## src/rtl/noise_env_ctrl_pkg.sv

```systemverilog
// Shared types and helpers for the noise channel envelope/rate controller.
// Holds the envelope state encodings, amplitude ceiling and saturating arithmetic.
package noise_ctrl_pkg;

    typedef enum logic [2:0] {
        ST_IDLE    = 3'd0,
        ST_ATTACK  = 3'd1,
        ST_DECAY   = 3'd2,
        ST_SUSTAIN = 3'd3,
        ST_RELEASE = 3'd4
    } env_state_t;

    localparam logic [6:0] AMP_MAX     = 7'd127;
    localparam int         RATE_W_DEF  = 16;
    localparam int         ENV_DIV_DEF = 1000;

    function automatic logic [6:0] sat_add(input logic [6:0] a, input logic [6:0] b);
        logic [7:0] sum;
        sum = {1'b0, a} + {1'b0, b};
        return sum[7] ? AMP_MAX : sum[6:0];
    endfunction

    // Subtract b from a but never go below floor; the limit is summed 8 bits wide.
    function automatic logic [6:0] sat_sub_floor(input logic [6:0] a, input logic [6:0] b,
                                                 input logic [6:0] floor);
        logic [7:0] lim;
        lim = {1'b0, floor} + {1'b0, b};
        return ({1'b0, a} <= lim) ? floor : (a - b);
    endfunction

endpackage

```

## src/rtl/noise_env_ctrl_if.sv

```systemverilog
// Control/status bundle between the note logic (master) and the noise envelope controller (slave).
// The release rate is named rel because release is a reserved word.
interface noise_env_ctrl_if #(
    parameter int RATE_W = 16
);
    logic              gate;
    logic [RATE_W-1:0] rate;
    logic [6:0]        attack;
    logic [6:0]        decay;
    logic [6:0]        sustain;
    logic [6:0]        rel;
    logic              step;
    logic [6:0]        amplitude;
    logic [2:0]        state;

    modport master (
        output gate, rate, attack, decay, sustain, rel,
        input  step, amplitude, state
    );

    modport slave (
        input  gate, rate, attack, decay, sustain, rel,
        output step, amplitude, state
    );
endinterface

```

## src/rtl/noise_env_ctrl_step_timer.sv

```systemverilog
// Rate divider producing the one-cycle LFSR advance pulse every rate+1 enabled clocks.
// The count holds while disabled so the noise register stays frozen in IDLE.
module noise_step_timer #(
    parameter int RATE_W = 16
) (
    input  logic              clk,
    input  logic              rst,
    input  logic              en,
    input  logic              clr,
    input  logic [RATE_W-1:0] rate,
    output logic              step
);

    logic [RATE_W-1:0] cnt;

    // Using >= lets a lowered rate fire on the very next cycle instead of wrapping.
    always_ff @(posedge clk) begin
        if (rst) begin
            cnt  <= '0;
            step <= 1'b0;
        end else if (clr) begin
            cnt  <= '0;
            step <= 1'b0;
        end else if (en) begin
            if (cnt >= rate) begin
                cnt  <= '0;
                step <= 1'b1;
            end else begin
                cnt  <= cnt + 1'b1;
                step <= 1'b0;
            end
        end else begin
            step <= 1'b0;
        end
    end

endmodule

```

## src/rtl/noise_env_ctrl.sv

```systemverilog
// ADSR envelope and LFSR step-rate controller for the noise voice.
// Amplitude only moves on envelope ticks; gate edges and gate-low act every cycle.
module noise_env_ctrl
    import noise_ctrl_pkg::*;
#(
    parameter int RATE_W  = RATE_W_DEF,
    parameter int ENV_DIV = ENV_DIV_DEF
) (
    input logic                   clk,
    input logic                   rst,
    noise_env_ctrl_if.slave       bus
);

    localparam int TW = (ENV_DIV > 1) ? $clog2(ENV_DIV) : 1;

    env_state_t  st;
    logic [6:0]  amp;
    logic [TW-1:0] tick_cnt;
    logic [TW-1:0] next_tick;
    logic        gate_d;
    logic        rise;
    logic        tick;
    logic        held_state;
    logic        step_pulse;
    logic [6:0]  attack_nxt;
    logic [6:0]  decay_nxt;
    logic [6:0]  release_nxt;

    assign rise       = bus.gate & ~gate_d;
    assign tick       = (st != ST_IDLE) && (tick_cnt == TW'(ENV_DIV - 1));
    assign next_tick  = tick ? '0 : tick_cnt + 1'b1;
    assign held_state = (st == ST_ATTACK) || (st == ST_DECAY) || (st == ST_SUSTAIN);

    assign attack_nxt  = (bus.attack == 7'd0) ? AMP_MAX : sat_add(amp, bus.attack);
    assign decay_nxt   = (bus.decay == 7'd0) ? bus.sustain
                                             : sat_sub_floor(amp, bus.decay, bus.sustain);
    assign release_nxt = (bus.rel == 7'd0) ? 7'd0 : sat_sub_floor(amp, bus.rel, 7'd0);

    // A retrigger keeps the current amplitude so re-keying a releasing voice does not click.
    always_ff @(posedge clk) begin
        if (rst) begin
            st       <= ST_IDLE;
            amp      <= '0;
            tick_cnt <= '0;
            gate_d   <= 1'b0;
        end else begin
            gate_d <= bus.gate;
            if (rise) begin
                st       <= ST_ATTACK;
                tick_cnt <= '0;
            end else if (st == ST_IDLE) begin
                amp <= '0;
            end else if (st > ST_RELEASE) begin
                st       <= ST_IDLE;
                amp      <= '0;
                tick_cnt <= '0;
            end else if (!bus.gate && held_state) begin
                st       <= ST_RELEASE;
                tick_cnt <= next_tick;
            end else begin
                tick_cnt <= next_tick;
                if (tick) begin
                    case (st)
                        ST_ATTACK: begin
                            amp <= attack_nxt;
                            if (attack_nxt == AMP_MAX) st <= ST_DECAY;
                        end
                        ST_DECAY: begin
                            amp <= decay_nxt;
                            if (decay_nxt == bus.sustain) st <= ST_SUSTAIN;
                        end
                        ST_SUSTAIN: amp <= bus.sustain;
                        ST_RELEASE: begin
                            amp <= release_nxt;
                            if (release_nxt == 7'd0) st <= ST_IDLE;
                        end
                        default: begin
                            st  <= ST_IDLE;
                            amp <= '0;
                        end
                    endcase
                end
            end
        end
    end

    noise_step_timer #(
        .RATE_W (RATE_W)
    ) u_step_timer (
        .clk  (clk),
        .rst  (rst),
        .en   (st != ST_IDLE),
        .clr  (rise && (st == ST_IDLE)),
        .rate (bus.rate),
        .step (step_pulse)
    );

    assign bus.step      = step_pulse;
    assign bus.amplitude = amp;
    assign bus.state     = st;

endmodule

```

## src/flat_wrapper.sv

```systemverilog
// flat-port wrapper written by rule: the top's interface ports become plain ports
module noise_env_ctrl_flat import noise_ctrl_pkg::*;
#(
    parameter int RATE_W  = RATE_W_DEF,
    parameter int ENV_DIV = ENV_DIV_DEF
)
  (clk, rst, bus_gate, bus_rate, bus_attack, bus_decay, bus_sustain, bus_rel, bus_step, bus_amplitude, bus_state);
  noise_env_ctrl_if #(.RATE_W(RATE_W)) bus_i ();
  input logic clk;
  input logic rst;
  input wire logic [$bits(bus_i.gate)-1:0] bus_gate;
  input wire logic [$bits(bus_i.rate)-1:0] bus_rate;
  input wire logic [$bits(bus_i.attack)-1:0] bus_attack;
  input wire logic [$bits(bus_i.decay)-1:0] bus_decay;
  input wire logic [$bits(bus_i.sustain)-1:0] bus_sustain;
  input wire logic [$bits(bus_i.rel)-1:0] bus_rel;
  output wire logic [$bits(bus_i.step)-1:0] bus_step;
  output wire logic [$bits(bus_i.amplitude)-1:0] bus_amplitude;
  output wire logic [$bits(bus_i.state)-1:0] bus_state;
  assign bus_i.gate = bus_gate;
  assign bus_i.rate = bus_rate;
  assign bus_i.attack = bus_attack;
  assign bus_i.decay = bus_decay;
  assign bus_i.sustain = bus_sustain;
  assign bus_i.rel = bus_rel;
  assign bus_step = bus_i.step;
  assign bus_amplitude = bus_i.amplitude;
  assign bus_state = bus_i.state;
  noise_env_ctrl #(.RATE_W(RATE_W), .ENV_DIV(ENV_DIV)) u_core (.clk(clk), .rst(rst), .bus(bus_i));
endmodule
```

## config.mk

```make
export PLATFORM = sky130hd
export DESIGN_NAME = noise_env_ctrl_flat
export DESIGN_NICKNAME = d
export VERILOG_FILES = /design/src/rtl/noise_env_ctrl_pkg.sv /design/src/rtl/noise_env_ctrl_if.sv /design/src/rtl/noise_env_ctrl_step_timer.sv /design/src/rtl/noise_env_ctrl.sv /design/src/flat_wrapper.sv
export SDC_FILE = /design/constraint.sdc
export NUM_CORES = 1
export LEC_CHECK = 0
export CAP_MARGIN = 20
export CORE_MARGIN = 2
export CORE_UTILIZATION = 25
export CTS_BUF_LIST = sky130_fd_sc_hd__clkbuf_4
export CTS_CLUSTER_SIZE = 20
export DETAILED_ROUTE_END_ITERATION = 6
export GPL_TIMING_DRIVEN = 0
export PLACE_DENSITY_LB_ADDON = 0.25
export SLEW_MARGIN = 10
export SYNTH_ARGS = -nofsm -noshare
export SYNTH_HDL_FRONTEND = slang
export SYNTH_SLANG_ARGS = --single-unit
export TNS_END_PERCENT = 10
```

## constraint.sdc

```tcl
create_clock -name clk -period 6.33 [get_ports clk]
set_input_delay 0.9495 -clock clk [delete_from_list [all_inputs] [get_ports clk]]
set_output_delay 0.9495 -clock clk [all_outputs]
set_load 0.005 [all_outputs]
```

==> metrics.yaml <==
outcome: "finished clean"
grtUsageMet1_pct: 16.6
drt_wl_total_um: 10700
place_congestion: 0.818
critPathArrivalTime_ps: 4910
design.final.nets: 668
period_share_pct: 74.3
h-tree-depth: 2
fp.dieW_um: 129
cts_resized: 0
grt_use_total_pct: 13.0
clock_latency_ps: 350
ys_seq_elements: 38
maxCapViolCount: 0
tightestPinTransition_ps: 798
grt_pass1_wl_um: 17500
power_leakage_nw: 1.98
grt_max_degree: 14
fmax_mhz: 213
cts_made_buffers: 5
grt_pass1_vias: 3716
wl_per_cell_um: 14.2
skew_ps: 24.9
yosysTopAreaCellShare_pct: 19.5
fp.dieH_um: 129
rsz0062_at_grt: "no"
syn-num-nets: 604
synth_cell_types: 59
p_total_w: 0.000583
avgViaCountPerCell: 4.97
crit_required_ps: 6540
synth_xor_area_share_pct: 9.94
cts_tree: "done"
yosys_warnings: 0
nFillCells: 1656
postLayoutCellArea_um2: 4790
synthSimpleGateAreaFrac_pct: 22.6
cp-end-kind: "flip-flop"
ir_worst_vdd_v: 0.0000607
cp_max_fo: 10
setup_violations: 0
synthAdderAreaFrac_pct: 19.7
vias: 3730
hp-class: "reg -> reg"
synth_compound_area_share_pct: 21.0
synth_edf_count: 0
startpoint_type: "input pin"
overflow: 0
netlist_instances: 498
io_pins: 58
drive_above_1_share_pct: 3.91
drtAntennaViolNets: 0
syn_area_per_cell_um2: 7.83
multiInputGateArea_um2: 2920
layout-area-overhead-vs-synth_pct: 22.8
critPathKind: "in -> reg"
drc: 0
grt_util_met2_pct: 23.1
dr.pass1.iters: 5
clk_pin_slew_ps: 120
place_area_um2: 4710
synth_area_leaders: "dfxtp_1 19%, ha_1 18%, xnor2_1 4.9%"
top_usage_layer: "met2"
postCtsHoldBufs: 0
core_um2: 15200
slew-limit-headroom_pct: 46.7
cts-root-buf: "clkbuf_4"
regArea_um2: 761
clockBufferDepth: 2
portBuffers: 57
clock_sinks: 38
final_hold_viol_count: 0
synth_top_family_by_area: "simple AND/OR/NAND/NOR gates"
die_area_um2: 16600
p_per_area_nw_per_um2: 122
slew_violations: 0
rows: 45
tns_ps: 0
synthArstFlopShare_pct: 0
yosysTopAreaCell: "dfxtp_1"
cts_setup_buffers: 0
dpl.hpwl_um: 8620
synth_seq_area_share_pct: 19.5
grtUsageMet3_pct: 1.33
first_iter_violations: 181
utilization_pct: 31.5
syn_area_um2: 3900
layout_min_cycle_time_ps: 4700
start_util_pct: 25.7
diodes: 0
antenna_found_initial: 0
ys_dominant_reg_cell: "dfxtp_1"
yosys-mux-area-fraction_pct: 1.64
## final cells by class
class / instances / share of cell area, %
multi-input combinational: 402 / 61.0
sequential: 38 / 15.9
timing repair buffer: 57 / 11.9
tap: 188 / 4.91
inverter: 48 / 3.76
clock inverter: 3 / 0.940
buffer: 10 / 0.810
clock buffer: 5 / 0.784
## kinds of logic after synthesis
group,count (synthesis)
and+or+nand+nor,178
AOI/OAI and AO/OA,118
adders and majority gates,59
buffers and inverters,58
xor gates and xnor gates,41
DFF,38
muxes,6
## stage by stage
| step | std cells | hold WS [ps] | setup WS (ps) |
|---|---|---|---|
| after floorplan | 498 | 452 | 2360 |
| final | 751 | 500 | 1630 |
| after detailed placement | 743 | 487 | 1260 |
| after global placement | 743 | 474 | 1260 |
| after global routing | 751 | 543 | 1320 |
| after CTS | 751 | 501 | 1650 |
## critical path, cell delays in order
cell and delay (ps):
clkdlybuf4s50_1 550, ha_1 200, inv_1 60, fa_1 400, nor2_1 110, o21ai_0 80, nand2b_1 120, a21o_1 120
a21oi_1 70, xor2_1 160, ha_1 300, nand2_1 50, nor2_1 170, a221o_1 190, o211a_1 140, clkbuf_1 380
mux2i_1 310, nor2_1 70, a311oi_1 380, a221oi_2 100
## cells in the mapped netlist (all sizes together) (5+ instances only)
master,instances
a211oi,5
a21o,12
a21oi,30
a31oi,6
and3,7
clkbuf,9
dfxtp,38
ha,55
inv,48
nand2,39
nand2b,7
nand3,13
nand3b,5
nand4,6
nor2,50
nor2b,8
nor3,17
nor4,7
o211ai,6
o21ai,24
o21bai,6
or3,5
xnor2,22
xor2,17
## metal layers
metal	up-vias	wire, um
met4	0	172
met1	1736	4960
li1	1916	-
met5	-	0
met2	71	5150
met3	7	375
## layout by cell type (no fill, tap or decap), types with 9 or more instances in the layout
cell type and count:
xor2_1 17, nor3_1 17, clkdlybuf4s50_1 57, o21ai_0 23
nand2_1 39, a21oi_1 28, nor2_1 50, xnor2_1 22
nand3_1 13, clkbuf_1 9, a21o_1 12, ha_1 55
inv_1 48, dfxtp_1 38
## worst paths after layout
path	start	end	slack (ps)	cells after the start
worst min register to register	u_core.tick_cnt[9]	u_core.tick_cnt[9]	500	2
worst max register to register	u_core.bus.amplitude[0]	u_core.bus.state[0]	2900	12
worst min-delay path	u_core.tick_cnt[9]	u_core.tick_cnt[9]	500	2
worst max-delay path	bus_decay[0]	u_core.bus.amplitude[4]	1630	20
## state kept, by name, summed over array words and instances (netlist names)
signal                    count
u_core.u_step_timer.cnt      16
u_core.tick_cnt              10
u_core.bus.amplitude          7
u_core.bus.state              3
u_core.gate_d                 1
u_core.u_step_timer.step      1
## where the power goes
| part | internal [W] | switching (W) |
|---|---|---|
| clock | 0.0000829 | 0.0000910 |
| combinational | 0.0000794 | 0.0000842 |
| sequential | 0.000242 | 0.00000369 |
Note: power is estimated with default switching activity, not from simulation.
